--- config.mk ---
export PLATFORM = sky130hd
export DESIGN_NAME = ahfp_mult_seq
export DESIGN_NICKNAME = d
export VERILOG_FILES = /design/src/rtl/ahfp_mult_seq.sv
export SDC_FILE = /design/constraint.sdc
export NUM_CORES = 2
export LEC_CHECK = 0
export CAP_MARGIN = 20
export CORE_UTILIZATION = 40
export CTS_CLUSTER_DIAMETER = 40
export CTS_CLUSTER_SIZE = 14
export DETAILED_ROUTE_END_ITERATION = 10
export HOLD_SLACK_MARGIN = 0.15
export PLACE_DENSITY = 0.61
export SLEW_MARGIN = 20
export SYNTH_ARGS = -nofsm -noshare
export SYNTH_HDL_FRONTEND = slang
export SYNTH_SLANG_ARGS = --single-unit
--- constraint.sdc ---
create_clock -name clk -period 12.7 [get_ports clk]
set_clock_uncertainty 0.15 [all_clocks]
set_input_delay 1.27 -clock clk [delete_from_list [all_inputs] [get_ports clk]]
set_output_delay 1.27 -clock clk [all_outputs]
set_load 0.02 [all_outputs]
--- src/rtl/ahfp_mult_seq.sv ---
// Multi-cycle floating-point multiplier (round-to-nearest-even, flush-to-zero)
// for a clk_en/start/done custom-instruction port.
module ahfp_mult_seq #(
   parameter int EXP_W = 8,
   parameter int MAN_W = 23,
   parameter int BIAS  = (1 << (EXP_W - 1)) - 1,
   localparam int W    = 1 + EXP_W + MAN_W
) (
   input  logic         clk,
   input  logic         reset,
   input  logic         clk_en,
   input  logic         start,
   input  logic [W-1:0] dataa,
   input  logic [W-1:0] datab,
   output logic [W-1:0] result,
   output logic         done
);

   localparam int PW = 2 * (MAN_W + 1);
   localparam int EW = EXP_W + 2;
   localparam logic signed [EW-1:0] EXP_MAX  = EW'((1 << EXP_W) - 1);
   localparam logic signed [EW-1:0] EXP_ZERO = '0;

   typedef enum logic [1:0] {S_IDLE, S_MULT, S_NORM, S_ROUND} state_t;
   typedef enum logic [1:0] {C_NUM, C_NAN, C_INF, C_ZERO} cls_t;

   state_t                r_state;
   cls_t                  r_cls;
   logic [W-1:0]          r_a, r_b, r_result;
   logic                  r_sign, r_done, r_g, r_s;
   logic [PW-1:0]         r_prod;
   logic signed [EW-1:0]  r_exp;
   logic [MAN_W-1:0]      r_frac;

   logic [EXP_W-1:0]      w_ea, w_eb;
   logic [MAN_W-1:0]      w_fa, w_fb;
   logic                  w_a_max, w_b_max, w_a_zero, w_b_zero;
   cls_t                  w_cls;
   logic [PW-1:0]         w_prod;
   logic signed [EW-1:0]  w_esum;
   logic [PW-2:0]         w_norm;
   logic                  w_inc, w_carry;
   logic [MAN_W-1:0]      w_rfrac;
   logic signed [EW-1:0]  w_fexp;
   logic [W-1:0]          w_res;

   assign w_ea     = r_a[W-2 -: EXP_W];
   assign w_eb     = r_b[W-2 -: EXP_W];
   assign w_fa     = r_a[MAN_W-1:0];
   assign w_fb     = r_b[MAN_W-1:0];
   assign w_a_max  = &w_ea;
   assign w_b_max  = &w_eb;
   assign w_a_zero = (w_ea == '0);
   assign w_b_zero = (w_eb == '0);

   always_comb begin
      w_cls = C_NUM;
      if ((w_a_max && |w_fa) || (w_b_max && |w_fb) ||
          (w_a_max && w_b_zero) || (w_b_max && w_a_zero))
         w_cls = C_NAN;
      else if (w_a_max || w_b_max)
         w_cls = C_INF;
      else if (w_a_zero || w_b_zero)
         w_cls = C_ZERO;
   end

   assign w_prod = PW'({1'b1, w_fa}) * PW'({1'b1, w_fb});
   assign w_esum = EW'(w_ea) + EW'(w_eb) - EW'(BIAS);

   // Leading one is dropped: after this select it always sits just above w_norm.
   assign w_norm = r_prod[PW-1] ? r_prod[PW-2:0] : {r_prod[PW-3:0], 1'b0};

   assign w_inc              = r_g & (r_s | r_frac[0]);
   assign {w_carry, w_rfrac} = {1'b0, r_frac} + (MAN_W + 1)'(w_inc);
   assign w_fexp             = r_exp + EW'(w_carry);

   always_comb begin
      w_res = {r_sign, w_fexp[EXP_W-1:0], w_rfrac};
      case (r_cls)
         C_NAN:   w_res = {1'b0, {EXP_W{1'b1}}, 1'b1, {(MAN_W-1){1'b0}}};
         C_INF:   w_res = {r_sign, {EXP_W{1'b1}}, {MAN_W{1'b0}}};
         C_ZERO:  w_res = {r_sign, {(W-1){1'b0}}};
         default: begin
            if (w_fexp >= EXP_MAX)
               w_res = {r_sign, {EXP_W{1'b1}}, {MAN_W{1'b0}}};
            else if (w_fexp <= EXP_ZERO)
               w_res = {r_sign, {(W-1){1'b0}}};
         end
      endcase
   end

   always_ff @(posedge clk or posedge reset) begin
      if (reset) begin
         r_state  <= S_IDLE;
         r_cls    <= C_NUM;
         r_a      <= '0;
         r_b      <= '0;
         r_result <= '0;
         r_sign   <= 1'b0;
         r_done   <= 1'b0;
         r_g      <= 1'b0;
         r_s      <= 1'b0;
         r_prod   <= '0;
         r_exp    <= '0;
         r_frac   <= '0;
      end else if (clk_en) begin
         case (r_state)
            S_IDLE: begin
               r_done <= 1'b0;
               if (start) begin
                  r_a     <= dataa;
                  r_b     <= datab;
                  r_state <= S_MULT;
               end
            end
            S_MULT: begin
               r_sign  <= r_a[W-1] ^ r_b[W-1];
               r_cls   <= w_cls;
               r_prod  <= w_prod;
               r_exp   <= w_esum;
               r_state <= S_NORM;
            end
            S_NORM: begin
               r_frac  <= w_norm[PW-2 -: MAN_W];
               r_g     <= w_norm[PW-2-MAN_W];
               r_s     <= |w_norm[PW-3-MAN_W:0];
               r_exp   <= r_exp + EW'(r_prod[PW-1]);
               r_state <= S_ROUND;
            end
            default: begin
               r_result <= w_res;
               r_done   <= 1'b1;
               r_state  <= S_IDLE;
            end
         endcase
      end
   end

   assign result = r_result;
   assign done   = r_done;

endmodule
# After elaboration in Yosys (flattened, before gate mapping)
# Index checks and enable logic that the tools add are counted.
# word_totals
ff_bits	185
output_inout_bits	33
# op_classes
n_bitwise	5
n_mul	1
addsub	5
n_reduce_logical	27
magnitude_cmp	2
n_eq_ne	6
n_mux	11
# op_table
cell	n
32-bit one-hot mux with 3 select lines	1
23-bit OR reduction	3
31-bit two-way mux	2
24-bit by 24-bit multiplier with 48-bit output	1
47-bit two-way mux	1
23-bit by 1-bit adder with 24-bit output	1
10-bit by 1-bit adder with 10-bit output	2
10-bit one-hot mux with 2 select lines	1
8-bit logical NOT	2
8-bit AND reduction	2
2-bit AND reduction	6
10-bit by 9-bit greater-or-equal comparator with 1-bit output (second input constant)	1
10-bit by 1-bit less-or-equal comparator with 1-bit output (second input constant)	1
9-bit by 7-bit subtractor with 10-bit output (second input constant)	1
8-bit by 8-bit adder with 9-bit output	1
2-bit two-way mux	4
2-bit equality test (second input constant)	3
2-bit one-hot mux with 3 select lines	1
1-bit logical OR	5
2-bit by 1-bit equality test with 1-bit output (second input constant)	2
1-bit logical AND	4
3-bit AND reduction	1
3-bit OR reduction	1
2-bit logical NOT	1
8 further kinds	9

# Longest topological paths before layout
# logic_depth
word_depth	8
depth_mapped	26
depth_no_buf	24

# Least setup slack after synthesis
# Ideal clock, no wire load.
# synth_path
path_type	reg2reg
from	register r_b[0]
to	register r_prod[45]
required_ps	12411
slack_ps	5800
stages_incl_launch_ff	27
synth_period_minus_slack_ps	6900
arrival_ps	6612
path_buffers	3
cell_sequence	dfrtp_1 > clkbuf_1 > clkbuf_1 > and2_1 > fa_1 > fa_1 > inv_1 > fa_1 > inv_1 > fa_1 > inv_1 > fa_1 > inv_1 > fa_1 > inv_1 > fa_1 > inv_1 > ha_1 > buf_4 > and3_1 > nor3b_2 > nand3_1 > nand3_2 > o311a_1 > nor3_4 > nor4_1 > or4_1
# synth_via
elab_chain_len	1
# synth_rtl
item	line	text
start: declaration	29	logic [W-1:0] r_a, r_b, r_result;
start signal: assignment	112	r_b <= datab;
24-bit by 24-bit multiplier with 48-bit output	67	assign w_prod = PW'({1'b1, w_fa}) * PW'({1'b1, w_fb});
end signal: assignment	119	r_prod <= w_prod;
end: declaration	31	logic [PW-1:0] r_prod;
# Every way passes these cells.
# A chain may end at the register's enable or synchronous reset.

# Final worst setup path
# layout_path
from	register r_a[8]
to	register r_prod[47]
# layout_via
elab_chain_len	1
# layout_rtl
item	line	text
start: declaration	29	
start signal: assignment	111	r_a <= dataa;
24-bit by 24-bit multiplier with 48-bit output	67	
# Every way passes these cells.

==> results.cfg <==
[status]
status = finished, final reports clean

[clocking]
post_cts_buffers = 0
cts_tree = yes
numCtsBuffers = 17
cts_max_path_buffers = 2
worstSkewPairLatency_ps = 500
clk_pin_slew_ps = 90
h-tree-depth = 4
ctsResizeCount = 0
cts.hold.buffers_added = 0
cts_root_buf = clkbuf_16
clkSinkCount = 185

[placed_design]
place.gp.congestion = 0.912
port_buffers = 100
dp_hpwl_um = 59400

[route]
drc = 0
via_count = 20300
drt_iter0_markers = 1434
wire_per_inst_um = 19.9
drt_pass1_iterations = 7
wirelength_um = 77200
ant_nets = 0
drt-vias-per-instance = 5.22

[yosys]
syn_inst = 2990
synth-edff-count = 0
post_synth_instance_area_mm2 = 0.0275
ys.flop_type = dfrtp_1
syn_area_per_cell_um2 = 9.20
seq_area_frac_synth_pct = 16.8
synth.distinct_cells = 66
ys.warnings.count = 0
ys_ff_latch = 185
synth_nets = 3743
ys_async_sr_fraction_pct = 100

[critical_path]
worstSetupPathType = reg2reg
end_kind = register
crit_fanout = 22
cp.arrival_ps = 8160
cp.required_ps = 12890
startpoint_type = register

[floorplan]
core_area_mm2 = 0.0676
ioPinCount = 101
chipHeight_um = 264
fp.dieW_um = 264
dieArea_mm2 = 0.0698
fp-row-count = 95
start_util_pct = 40.7

[cells_and_area]
nets = 3754
drive_gt1_share_pct = 5.34
num-fill-cells = 6561
area_delta_synth_final_pct = 8.96

[global_routing]
met1_usage_pct = 31.3
grt_pass1_wl_um = 123000
antenna_found_initial = 1
grt_usage_pct = 23.1
grt_pass1_vias = 21400
grt.met2_usage_pct = 37.4
grtUsageMet3_pct = 3.50
grt.overflow.total = 0
grt_max_degree = 123
busiest_layer = met2

[min_path]
worstHoldPathType = reg2reg

[sta]
setup_tns_ps = 0
finalSetupViolCount = 0
period_share_pct = 62.7
hold_violations = 0
worstMarginPinSlew_ps = 1120
rsz0062_at_grt = false
fmax_mhz = 126
period_needed_ps = 7970
maxSlewViolCount = 0
relSlewSlack_pct = 25.6

[run]
maxCapViolations = 0
cells in the mapped netlist, types with 33 or more instances:
library cell,number,area [µm²]
clkbuf_1,135,507
nand2_1,406,1520
inv_1,591,2220
xor2_1,33,289
fa_1,483,9670
a21oi_1,110,551
nand3_1,33,165
xnor2_1,45,394
and2_1,255,1600
ha_1,202,2530
mux2_2,67,754
dfrtp_1,185,4630
o21ai_0,97,485
nor2_1,98,368
critical path, stage by stage, from the launching register on:
cell,delay [ps]
dfrtp_1,980
inv_1,360
nor2_1,210
fa_1,470
fa_1,520
inv_1,50
fa_1,490
inv_1,60
fa_1,500
inv_1,50
fa_1,540
inv_1,60
fa_1,480
inv_1,50
fa_1,470
inv_1,40
ha_1,430
nand4_1,160
a2111oi_0,490
a22oi_1,250
o21ai_2,250
a31oi_1,200
o31ai_2,270
xnor2_1,180
o21ai_1,80
cell usage in the layout (no fill, tap or decap), types with 10 or more instances in the layout:
cell type and count:
a21oi_1 110, and2_1 255, buf_4 41, clkbuf_16 17, clkdlybuf4s50_1 100, dfrtp_1 182
fa_1 483, ha_1 202, inv_1 590, mux2_2 67, mux2i_1 26, nand2_1 405
nand3_1 32, nand4_1 26, nor2_1 97, nor2b_1 10, nor3_1 17, nor4_1 24
o21ai_0 97, o21ai_1 11, o21bai_1 10, xnor2_1 45, xor2_1 33
sequential cells by signal, summed over array words and instances, names as in the netlist:
| signal | cells |
|---|---|
| r_g | 1 |
| r_s | 1 |
| r_exp | 10 |
| done | 1 |
| r_cls | 2 |
| r_prod | 48 |
| r_b | 32 |
| r_sign | 1 |
| r_a | 32 |
| result | 32 |
| r_state | 2 |
| r_frac | 23 |
through the flow:
| stage | cells | hold WS (ps) | util (%) | instance area, µm² | worst slack, ps |
|---|---|---|---|---|---|
| after floorplan | 2990 | 289 | - | 27500 | 5800 |
| after global placement | 3854 | 308 | 43.4 | 29300 | 5030 |
| after detailed placement | 3855 | 313 | 43.4 | 29400 | 4920 |
| after CTS | 3887 | 330 | 44.3 | 30000 | 4890 |
| after global routing | 3887 | 361 | 44.3 | 30000 | 4370 |
| final | 3888 | 328 | 44.3 | 30000 | 4730 |
routing by layer:
layer  part of all wire (%)  vias to the layer above  wire length [µm]
li1                       -                     9184                 -
met1                     43                    10300             33400
met2                     47                      693             36200
met3                    6.3                      118              4900
met4                    3.6                        0              2790
met5                      0                        -                 0
logic make-up after synthesis:
group                      Yosys count  synth area share (%)
AOI/OAI and AO/OA                  306                  6.60
buffers and inverters              744                  10.2
DFF                                185                  16.8
xor gates and xnor gates            78                  2.48
and+or+nand+nor                    899                  15.8
adders and majority gates          685                  44.4
muxes                               93                  3.69
cell type report:
| cell class | count | area, µm² | area share (%) |
|---|---|---|---|
| multi-input combinational | 2061 | 20100 | 67.0 |
| sequential | 185 | 4630 | 15.5 |
| inverter | 594 | 2240 | 7.47 |
| timing repair buffer | 142 | 1320 | 4.42 |
| tap | 873 | 1090 | 3.65 |
| clock buffer | 17 | 425 | 1.42 |
| clock inverter | 15 | 171 | 0.572 |
| antenna | 1 | 2.50 | 0.00835 |
path summary, 6_finish.rpt:
path | start | to | slack (ps) | cells after the start
setup reg to reg | r_a[8] | r_prod[47] | 4730 | 24
hold / removal | r_prod[0] | r_prod[0] | 330 | 2
max in group asynchronous | reset | r_a[14] | 9720 | 3
setup / recovery | r_a[8] | r_prod[47] | 4730 | 24
min in group asynchronous | reset | r_b[29] | 1190 | 2
hold reg to reg | r_prod[0] | r_prod[0] | 330 | 2
Power is not shown: default switching activity piles up to over one toggle a cycle in this logic, so the estimate is an artifact.
